==> src/rtl/mem_stage_sram_ctrl.sv <==
// Memory-stage controller: maps 32-bit word loads/stores onto a 16-bit async SRAM as two half-word phases.
// ready stays low while an access is in flight so the pipeline freezes around it.
module mem_stage_sram_ctrl #(
    parameter int unsigned SRAM_AW     = 18,
    parameter int unsigned WAIT_CYCLES = 1,
    parameter int unsigned BASE_ADDR   = 1024
) (
    input  logic               clk,
    input  logic               rst,
    input  logic               wr_en,
    input  logic               rd_en,
    input  logic [31:0]        address,
    input  logic [31:0]        write_data,
    output logic [31:0]        read_data,
    output logic               ready,
    output logic [SRAM_AW-1:0] sram_addr,
    output logic [15:0]        sram_dq_out,
    input  logic [15:0]        sram_dq_in,
    output logic               sram_dq_oe,
    output logic               sram_we_n
);

    localparam int unsigned WCW  = (WAIT_CYCLES > 0) ? $clog2(WAIT_CYCLES + 1) : 1;
    localparam int unsigned IDXW = SRAM_AW - 1;

    typedef enum logic [1:0] {IDLE, LOW, HIGH, DONE} state_t;

    state_t             state, state_nxt;
    logic [WCW-1:0]     wcnt, wcnt_nxt;
    logic               op_wr, op_wr_nxt;
    logic               req_c;
    logic               last_c;
    logic [IDXW-1:0]    word_idx_c;
    logic [SRAM_AW-1:0] addr_nxt;
    logic [15:0]        dq_nxt;
    logic               oe_nxt;
    logic               we_n_nxt;
    logic               cap_lo_c;
    logic               cap_hi_c;

    assign req_c      = wr_en | rd_en;
    assign last_c     = (wcnt == WCW'(WAIT_CYCLES));
    assign word_idx_c = IDXW'((address - 32'(BASE_ADDR)) >> 2);
    assign ready      = ((state == IDLE) && !req_c) || (state == DONE);
    assign cap_lo_c   = (state == LOW)  && last_c && !op_wr;
    assign cap_hi_c   = (state == HIGH) && last_c && !op_wr;

    // Next state plus the SRAM pin values for the upcoming cycle, so pins come straight off flops
    always_comb begin
        state_nxt = state;
        wcnt_nxt  = wcnt;
        op_wr_nxt = op_wr;
        addr_nxt  = '0;
        dq_nxt    = '0;
        oe_nxt    = 1'b0;
        we_n_nxt  = 1'b1;
        case (state)
            IDLE: begin
                if (req_c) begin
                    state_nxt = LOW;
                    wcnt_nxt  = '0;
                    op_wr_nxt = wr_en;
                end
            end
            LOW: begin
                if (last_c) begin
                    state_nxt = HIGH;
                    wcnt_nxt  = '0;
                end else begin
                    wcnt_nxt = wcnt + WCW'(1);
                end
            end
            HIGH: begin
                if (last_c) begin
                    state_nxt = DONE;
                    wcnt_nxt  = '0;
                end else begin
                    wcnt_nxt = wcnt + WCW'(1);
                end
            end
            DONE:    state_nxt = IDLE;
            default: state_nxt = IDLE;
        endcase
        if ((state_nxt == LOW) || (state_nxt == HIGH)) begin
            addr_nxt = {word_idx_c, (state_nxt == HIGH)};
            oe_nxt   = op_wr_nxt;
            we_n_nxt = !op_wr_nxt;
            if (op_wr_nxt) begin
                dq_nxt = (state_nxt == HIGH) ? write_data[31:16] : write_data[15:0];
            end
        end
    end

    always_ff @(posedge clk or negedge rst) begin
        if (!rst) begin
            state       <= IDLE;
            wcnt        <= '0;
            op_wr       <= 1'b0;
            sram_addr   <= '0;
            sram_dq_out <= '0;
            sram_dq_oe  <= 1'b0;
            sram_we_n   <= 1'b1;
        end else begin
            state       <= state_nxt;
            wcnt        <= wcnt_nxt;
            op_wr       <= op_wr_nxt;
            sram_addr   <= addr_nxt;
            sram_dq_out <= dq_nxt;
            sram_dq_oe  <= oe_nxt;
            sram_we_n   <= we_n_nxt;
        end
    end

    // Load data captured from the SRAM on the last cycle of each read phase
    always_ff @(posedge clk or negedge rst) begin
        if (!rst) begin
            read_data <= '0;
        end else begin
            if (cap_lo_c) read_data[15:0]  <= sram_dq_in;
            if (cap_hi_c) read_data[31:16] <= sram_dq_in;
        end
    end

endmodule

==> config.mk <==
export PLATFORM = sky130hd
export DESIGN_NAME = mem_stage_sram_ctrl
export DESIGN_NICKNAME = d
export VERILOG_FILES = /design/src/rtl/mem_stage_sram_ctrl.sv
export SDC_FILE = /design/constraint.sdc
export NUM_CORES = 1
export LEC_CHECK = 0
export CORE_AREA = 5 5 158 84
export CTS_BUF_LIST = sky130_fd_sc_hd__clkbuf_8
export DETAILED_ROUTE_END_ITERATION = 12
export DIE_AREA = 0 0 163 89
export PLACE_DENSITY = 0.61
export SLEW_MARGIN = 20
export SYNTH_ARGS = -nofsm -noshare
export SYNTH_HDL_FRONTEND = slang
export SYNTH_SLANG_ARGS = --single-unit
==> constraint.sdc <==
create_clock -name clk -period 7.3 [get_ports clk]
set_clock_uncertainty 0.2 [all_clocks]
set_input_delay 1.46 -clock clk [delete_from_list [all_inputs] [get_ports clk]]
set_output_delay 1.46 -clock clk [all_outputs]
set_load 0.05 [all_outputs]
==> results of run 1 <==
layout make-up:
class | instances | area, um2 | area share
Sequential cell | 72 | 1800 | 0.394
Timing Repair Buffer | 137 | 1370 | 0.299
Multi-Input combinational cell | 126 | 1010 | 0.221
Tap cell | 165 | 206 | 0.0452
Clock buffer | 9 | 124 | 0.0271
Clock inverter | 6 | 37.5 | 0.00821
Inverter | 5 | 18.8 | 0.00411
per-layer routing:
layer | part of all wire | GRT usage
met5 | 0 | 0
met4 | 0.034 | 0.0563
met3 | 0.039 | 0.0276
met2 | 0.55 | 0.189
met1 | 0.38 | 0.114
state kept, by name, indices dropped and copies added, names as in the netlist:
name         count
last_c           1
op_wr            1
read_data       32
sram_addr       18
sram_dq_oe       1
sram_dq_out     16
sram_we_n        1
state            2
power breakdown:
part	internal (W)	switching [W]	leakage, nW	total, W
clock	0.000120	0.000146	0.0886	0.000266
sequential	0.000576	0.0000701	0.893	0.000646
combinational	0.000496	0.000900	0.933	0.00140
total	0.00119	0.00112	1.92	0.00231
kinds of logic (layout without fill, tap and decap cells):
family / after synthesis / in the layout / synth area share
and+or+nand+nor: 49 / 49 / 0.0854
xor gates and xnor gates: 2 / 2 / 0.00610
DFF: 72 / 72 / 0.628
buffers and inverters: 13 / 157 / 0.0192
muxes: 49 / 49 / 0.185
adders and majority gates: 8 / 8 / 0.0349
AOI/OAI and AO/OA: 18 / 18 / 0.0410
worst max path at each step:
stage	from	end	slack (ns)	cells after the start
after floorplan	rd_en	ready	3.59	2
after global placement	rd_en	ready	2.55	4
after detailed placement	rd_en	ready	2.56	4
after CTS	rd_en	ready	2.55	4
after global routing	wr_en	ready	2.47	4
final	rd_en	ready	2.56	4
metrics by stage:
stage | util | worst slack [ns] | cell area, um2 | hold WS, ns | total power (W)
after detailed placement | 0.379 | 2.56 | 4410 | 0.292 | 0.00207
after CTS | 0.393 | 2.55 | 4570 | 0.308 | 0.00235
final | 0.393 | 2.56 | 4570 | 0.303 | 0.00231
after global placement | 0.379 | 2.55 | 4410 | 0.287 | 0.00206
after floorplan | - | 3.59 | 2870 | 0.363 | 0.00159
after global routing | 0.393 | 2.47 | 4570 | 0.325 | 0.00244
cells in the final DEF, fill, tap and decap left out, drive strengths merged:
cell / netlist / final
o32a: 1 / 1
nand2: 5 / 5
a21oi: 7 / 7
mux2: 33 / 33
xnor2: 1 / 1
or4: 4 / 4
o31ai: 2 / 2
ha: 8 / 8
mux2i: 16 / 16
clkinv: 0 / 6
buf: 6 / 1
nor2: 24 / 24
dfstp: 1 / 1
o32ai: 1 / 1
or3b: 1 / 1
o21ai: 3 / 3
xor2: 1 / 1
clkbuf: 2 / 9
a21bo: 1 / 1
a21o: 2 / 2
or3: 3 / 3
clkdlybuf4s50: 0 / 136
dfrtp: 71 / 71
inv: 5 / 5
o22a: 1 / 1
nor2b: 11 / 11
nand2b: 1 / 1
==> impl_metrics.tcl, run 1 <==
set metrics [dict create \
    tns_ns 0 \
    drtAntennaViolNets 0 \
    r2r_cells 8 \
    worstMarginPinSlew_ns 0.998 \
    setup_viol 0 \
    die_h_um 89 \
    core_um2 11600 \
    synth_seq_cells 72 \
    reg2reg_to "sram_dq_out[15]" \
    relSlewSlack 0.335 \
    hold_class "flip-flop to flip-flop" \
    async_flop_share 1.00 \
    final_cell_count_no_fill 520 \
    peakVddDrop_v 0.000196 \
    synth_nets 303 \
    crit_required_ns 5.64 \
    hpwlAfterDp_um 5760 \
    cp_max_fo 4 \
    hold_path_end "read_data[1]" \
    overflow 0 \
    drc 0 \
    rows 28 \
    critPathBufInv 2 \
    synth_seq_area_share 0.628 \
    synth_cell_type_count 27 \
    synth_edf_count 0 \
    path_delay_family "buffers and inverters" \
    grt_max_degree 73 \
    grt_pass1_wl_um 11500 \
    portBuffers 137 \
    drive_gt1_frac 0.146 \
    cpMostUsedCell "clkdlybuf4s50_1" \
    path_class "input port to output pin" \
    first_iter_violations 76 \
    pin_count 153 \
    worst_path_largest_cell_delay_ns 0.79 \
    cts_made_buffers 9 \
    worst_setup_path_end_kind "output pin" \
    hold_path_startpoint "read_data[1]" \
    cp_cell_sequence "clkdlybuf4s50_1 > nor2_1 > a21o_1 > clkdlybuf4s50_1" \
    yosysTopAreaCellShare 0.619 \
    synth_commonest_cells "dfrtp_1 (71), mux2_2 (33), nor2_1 (24)" \
    p_leak_nw 1.92 \
    cts_setup_buffers 0 \
    rsz0062_at_grt "false" \
    antenna_found_initial 0 \
    clock_sinks 72 \
    ys_warn_count 0 \
    clk-insertion-delay-late_ns 0.33 \
    clkTransAtPathRegs_ns 0.06 \
    drv_cap 0 \
    post-place-cells 505 \
    grt_usage 0.104 \
    synth-main-ff-cell "dfrtp_1" \
    synth_area_leaders "dfrtp_1 (62%), mux2_2 (13%), mux2i_1 (5.6%), ha_1 (3.5%), nor2_1 (3.1%)" \
    synthesis.instances 211 \
    initial_core_util 0.247 \
    syn2layout_area_growth_pct 59.2 \
    status "finished, final reports clean" \
    drt-total-wl_um 7700 \
    cts_tree "yes" \
    fin_nets 443 \
    vias 2087 \
    grt_pass1_vias 2158 \
    cts_buffer_depth 2 \
    diodes 0 \
    syn_area_um2 2870 \
    yosysMostFrequentCell "dfrtp_1" \
    cp-start-kind "input port" \
    worstHoldPathCells 1 \
    period_share 0.650 \
    worstReg2RegStart "state[0]" \
    drv_slew 0 \
    die_w_um 163 \
    yosys.area.top_type "dfrtp_1" \
    drtPass1Iterations 4 \
    post-route-min-period_ns 4.74 \
    crit_path_top_delay_cell "clkdlybuf4s50_1" \
    hold_viol_final 0 \
    routedWlPerCell_um 14.8 \
    viasPerCell 4.01 \
    cts.repair.resized 0 \
    root_buffer "clkbuf_8" \
    htree_levels 3 \
    fmax_mhz 211 \
    die_area_um2 14500 \
    fill_cells 1154 \
    worst-endpoint-arrival_ns 3.08 \
    ctsHoldBuffers 0 \
    r2r_setup_slack_ns 4.35 \
    place_congestion 0.689 \
    syn_avg_cell_area_um2 13.6 \
    powerDensity_nw_per_um2 505 \
]
Note: power is estimated with default switching activity, not from simulation.
==> inputs of run 2 (changes only) <==
--- a/config.mk
+++ b/config.mk
@@ -9,7 +9,7 @@
 export CTS_BUF_LIST = sky130_fd_sc_hd__clkbuf_8
 export DETAILED_ROUTE_END_ITERATION = 12
 export DIE_AREA = 0 0 163 89
-export PLACE_DENSITY = 0.61
+export PLACE_DENSITY = 0.63
 export SLEW_MARGIN = 20
 export SYNTH_ARGS = -nofsm -noshare
 export SYNTH_HDL_FRONTEND = slang
==> constraint.sdc (replaced) <==
create_clock -name clk -period 4.35 [get_ports clk]
set_clock_uncertainty 0.2 [all_clocks]
set_input_delay 0.87 -clock clk [delete_from_list [all_inputs] [get_ports clk]]
set_output_delay 0.87 -clock clk [all_outputs]
set_load 0.05 [all_outputs]
==> impl_metrics.tcl, run 2 (synthesis gave the netlist of run 1 again) <==
set metrics [dict create \
    status "finished, final reports clean" \
    hpwlAfterDp_um 5840 \
    portBuffers 137 \
    use_met2 0.205 \
    initial_core_util 0.247 \
    die_area_um2 14500 \
    worst-endpoint-arrival_ns 2.48 \
    drv_slew 0 \
    period_share 0.816 \
    fin_ws_ns 0.802 \
    cts_made_buffers 9 \
    powerDensity_nw_per_um2 864 \
    r2r_setup_slack_ns 1.67 \
    clk-insertion-delay-late_ns 0.35 \
    largest_register "read_data" \
    top_regs "read_data (32), sram_addr (18), sram_dq_out (16)" \
    final_cell_mix "clkdlybuf4s50_1 (136), dfrtp_1 (71), mux2_2 (33)" \
    syn2layout_area_growth_pct 61.9 \
    viasPerCell 4.04 \
    grt_max_degree 73 \
    drtAntennaViolNets 0 \
    relSlewSlack 0.394 \
    cts_setup_buffers 0 \
    clkTransAtPathRegs_ns 0.07 \
    htree_levels 3 \
    reg2reg_to "sram_dq_out[9]" \
    cts_tree "yes" \
    placedInstanceArea_um2 4420 \
    critPathBufInv 2 \
    rsz0062_at_grt "false" \
    die_w_um 163 \
    post-route-min-period_ns 3.55 \
    setup_viol 0 \
    drv_cap 0 \
    first_iter_violations 38 \
    core_um2 11600 \
    hold_path_end "read_data[1]" \
    hold_viol_final 0 \
    cpMostUsedCell "clkdlybuf4s50_1" \
    ctsHoldBuffers 0 \
    fmax_mhz 282 \
    worstMarginPinSlew_ns 0.908 \
    drive_gt1_frac 0.148 \
    worst_setup_path_end_kind "output pin" \
    worst_path_largest_cell_delay_ns 0.79 \
    grt_pass1_vias 2237 \
    root_buffer "clkbuf_8" \
    hold_path_startpoint "read_data[1]" \
    drtPass1Iterations 4 \
    routedWlPerCell_um 14.6 \
    total_power_w 0.00402 \
    pin_count 153 \
    worstHoldPathCells 1 \
    cts_buffer_depth 2 \
    largest_register_ffs 32 \
    grt_usage 0.105 \
    rows 28 \
    drt-total-wl_um 7650 \
    clock_sinks 72 \
    met3_usage 0.0258 \
    grt_pass1_wl_um 11700 \
    drc 0 \
    grtUsageMet1 0.111 \
    cp-start-kind "input port" \
    cp_cell_sequence "clkdlybuf4s50_1 > nor2_1 > a21o_1 > clkdlybuf4s50_1" \
    path_delay_family "buffers and inverters" \
    dp_slack_ns 0.782 \
    final_area_um2 4650 \
    die_h_um 89 \
    final_common_cell "clkdlybuf4s50_1" \
    r2r_cells 9 \
    worstReg2RegStart "state[0]" \
    vias 2113 \
    overflow 0 \
    place_congestion 0.738 \
    cts.repair.resized 0 \
    peakVddDrop_v 0.000259 \
    crit_required_ns 3.28 \
    antenna_found_initial 0 \
    path_class "input port to output pin" \
    crit_path_top_delay_cell "clkdlybuf4s50_1" \
    cp_max_fo 4 \
    diodes 0 \
    fin_nets 445 \
    grt-busiest-layer "met2" \
    tns_ns 0 \
    p_leak_nw 1.96 \
    hold_class "flip-flop to flip-flop" \
]
## run 2: cell types whose count changed in the layout (fill, tap and decap cells not counted), sizes merged
cell	before	now
buf	1	3
inv	5	7
bufinv	0	2
clkbuf	9	10
clkinv	6	2
## run 2: worst max path at each step
stage           from              end  slack, ns  cells after the start
3_3_place_gp   rd_en            ready       0.79                      4
4_1_cts        rd_en            ready       0.78                      4
2_1_floorplan  rd_en  sram_dq_out[10]       1.70                      9
6_report       rd_en            ready       0.80                      4
5_1_grt        rd_en            ready       0.72                      4
3_5_place_dp   rd_en            ready       0.78                      4
## run 2: cell type report
type	instances	area, um2
clock buffer	10	138
clock inverter	6	85.1
fill	1150	6980
inverter	5	18.8
multi-input combinational	126	1010
sequential	72	1800
tap	165	206
timing repair buffer	139	1380
## run 2: metal layers
| layer | wire length [um] | vias to the layer above | part of all wire |
|---|---|---|---|
| li1 | - | 1007 | - |
| met1 | 2820 | 1055 | 0.37 |
| met2 | 4460 | 40 | 0.58 |
| met3 | 254 | 11 | 0.033 |
| met4 | 119 | 0 | 0.016 |
| met5 | 0 | - | 0 |
## run 2: per-stage QoR
stage	instances	hold WS, ns	utilization
2_1_floorplan	211	0.363	-
3_3_place_gp	507	0.287	0.380
3_5_place_dp	507	0.292	0.380
4_1_cts	523	0.308	0.400
5_1_grt	523	0.325	0.400
6_report	523	0.304	0.400
## run 2: report_power, final
group / internal (W) / switching [W]
Sequential: 0.000966 / 0.000121
Combinational: 0.000839 / 0.00151
Clock: 0.000337 / 0.000248
Total: 0.00214 / 0.00187
## run 2: worst reg2reg max path: stages (launching register included)
cell	delay [ns]
dfrtp_1	0.46
inv_1	0.12
ha_1	0.28
o22a_1	0.22
nor2_1	0.08
a21oi_1	0.07
ha_1	0.29
buf_4	0.22
a21o_1	0.49
nor2_1	0.13
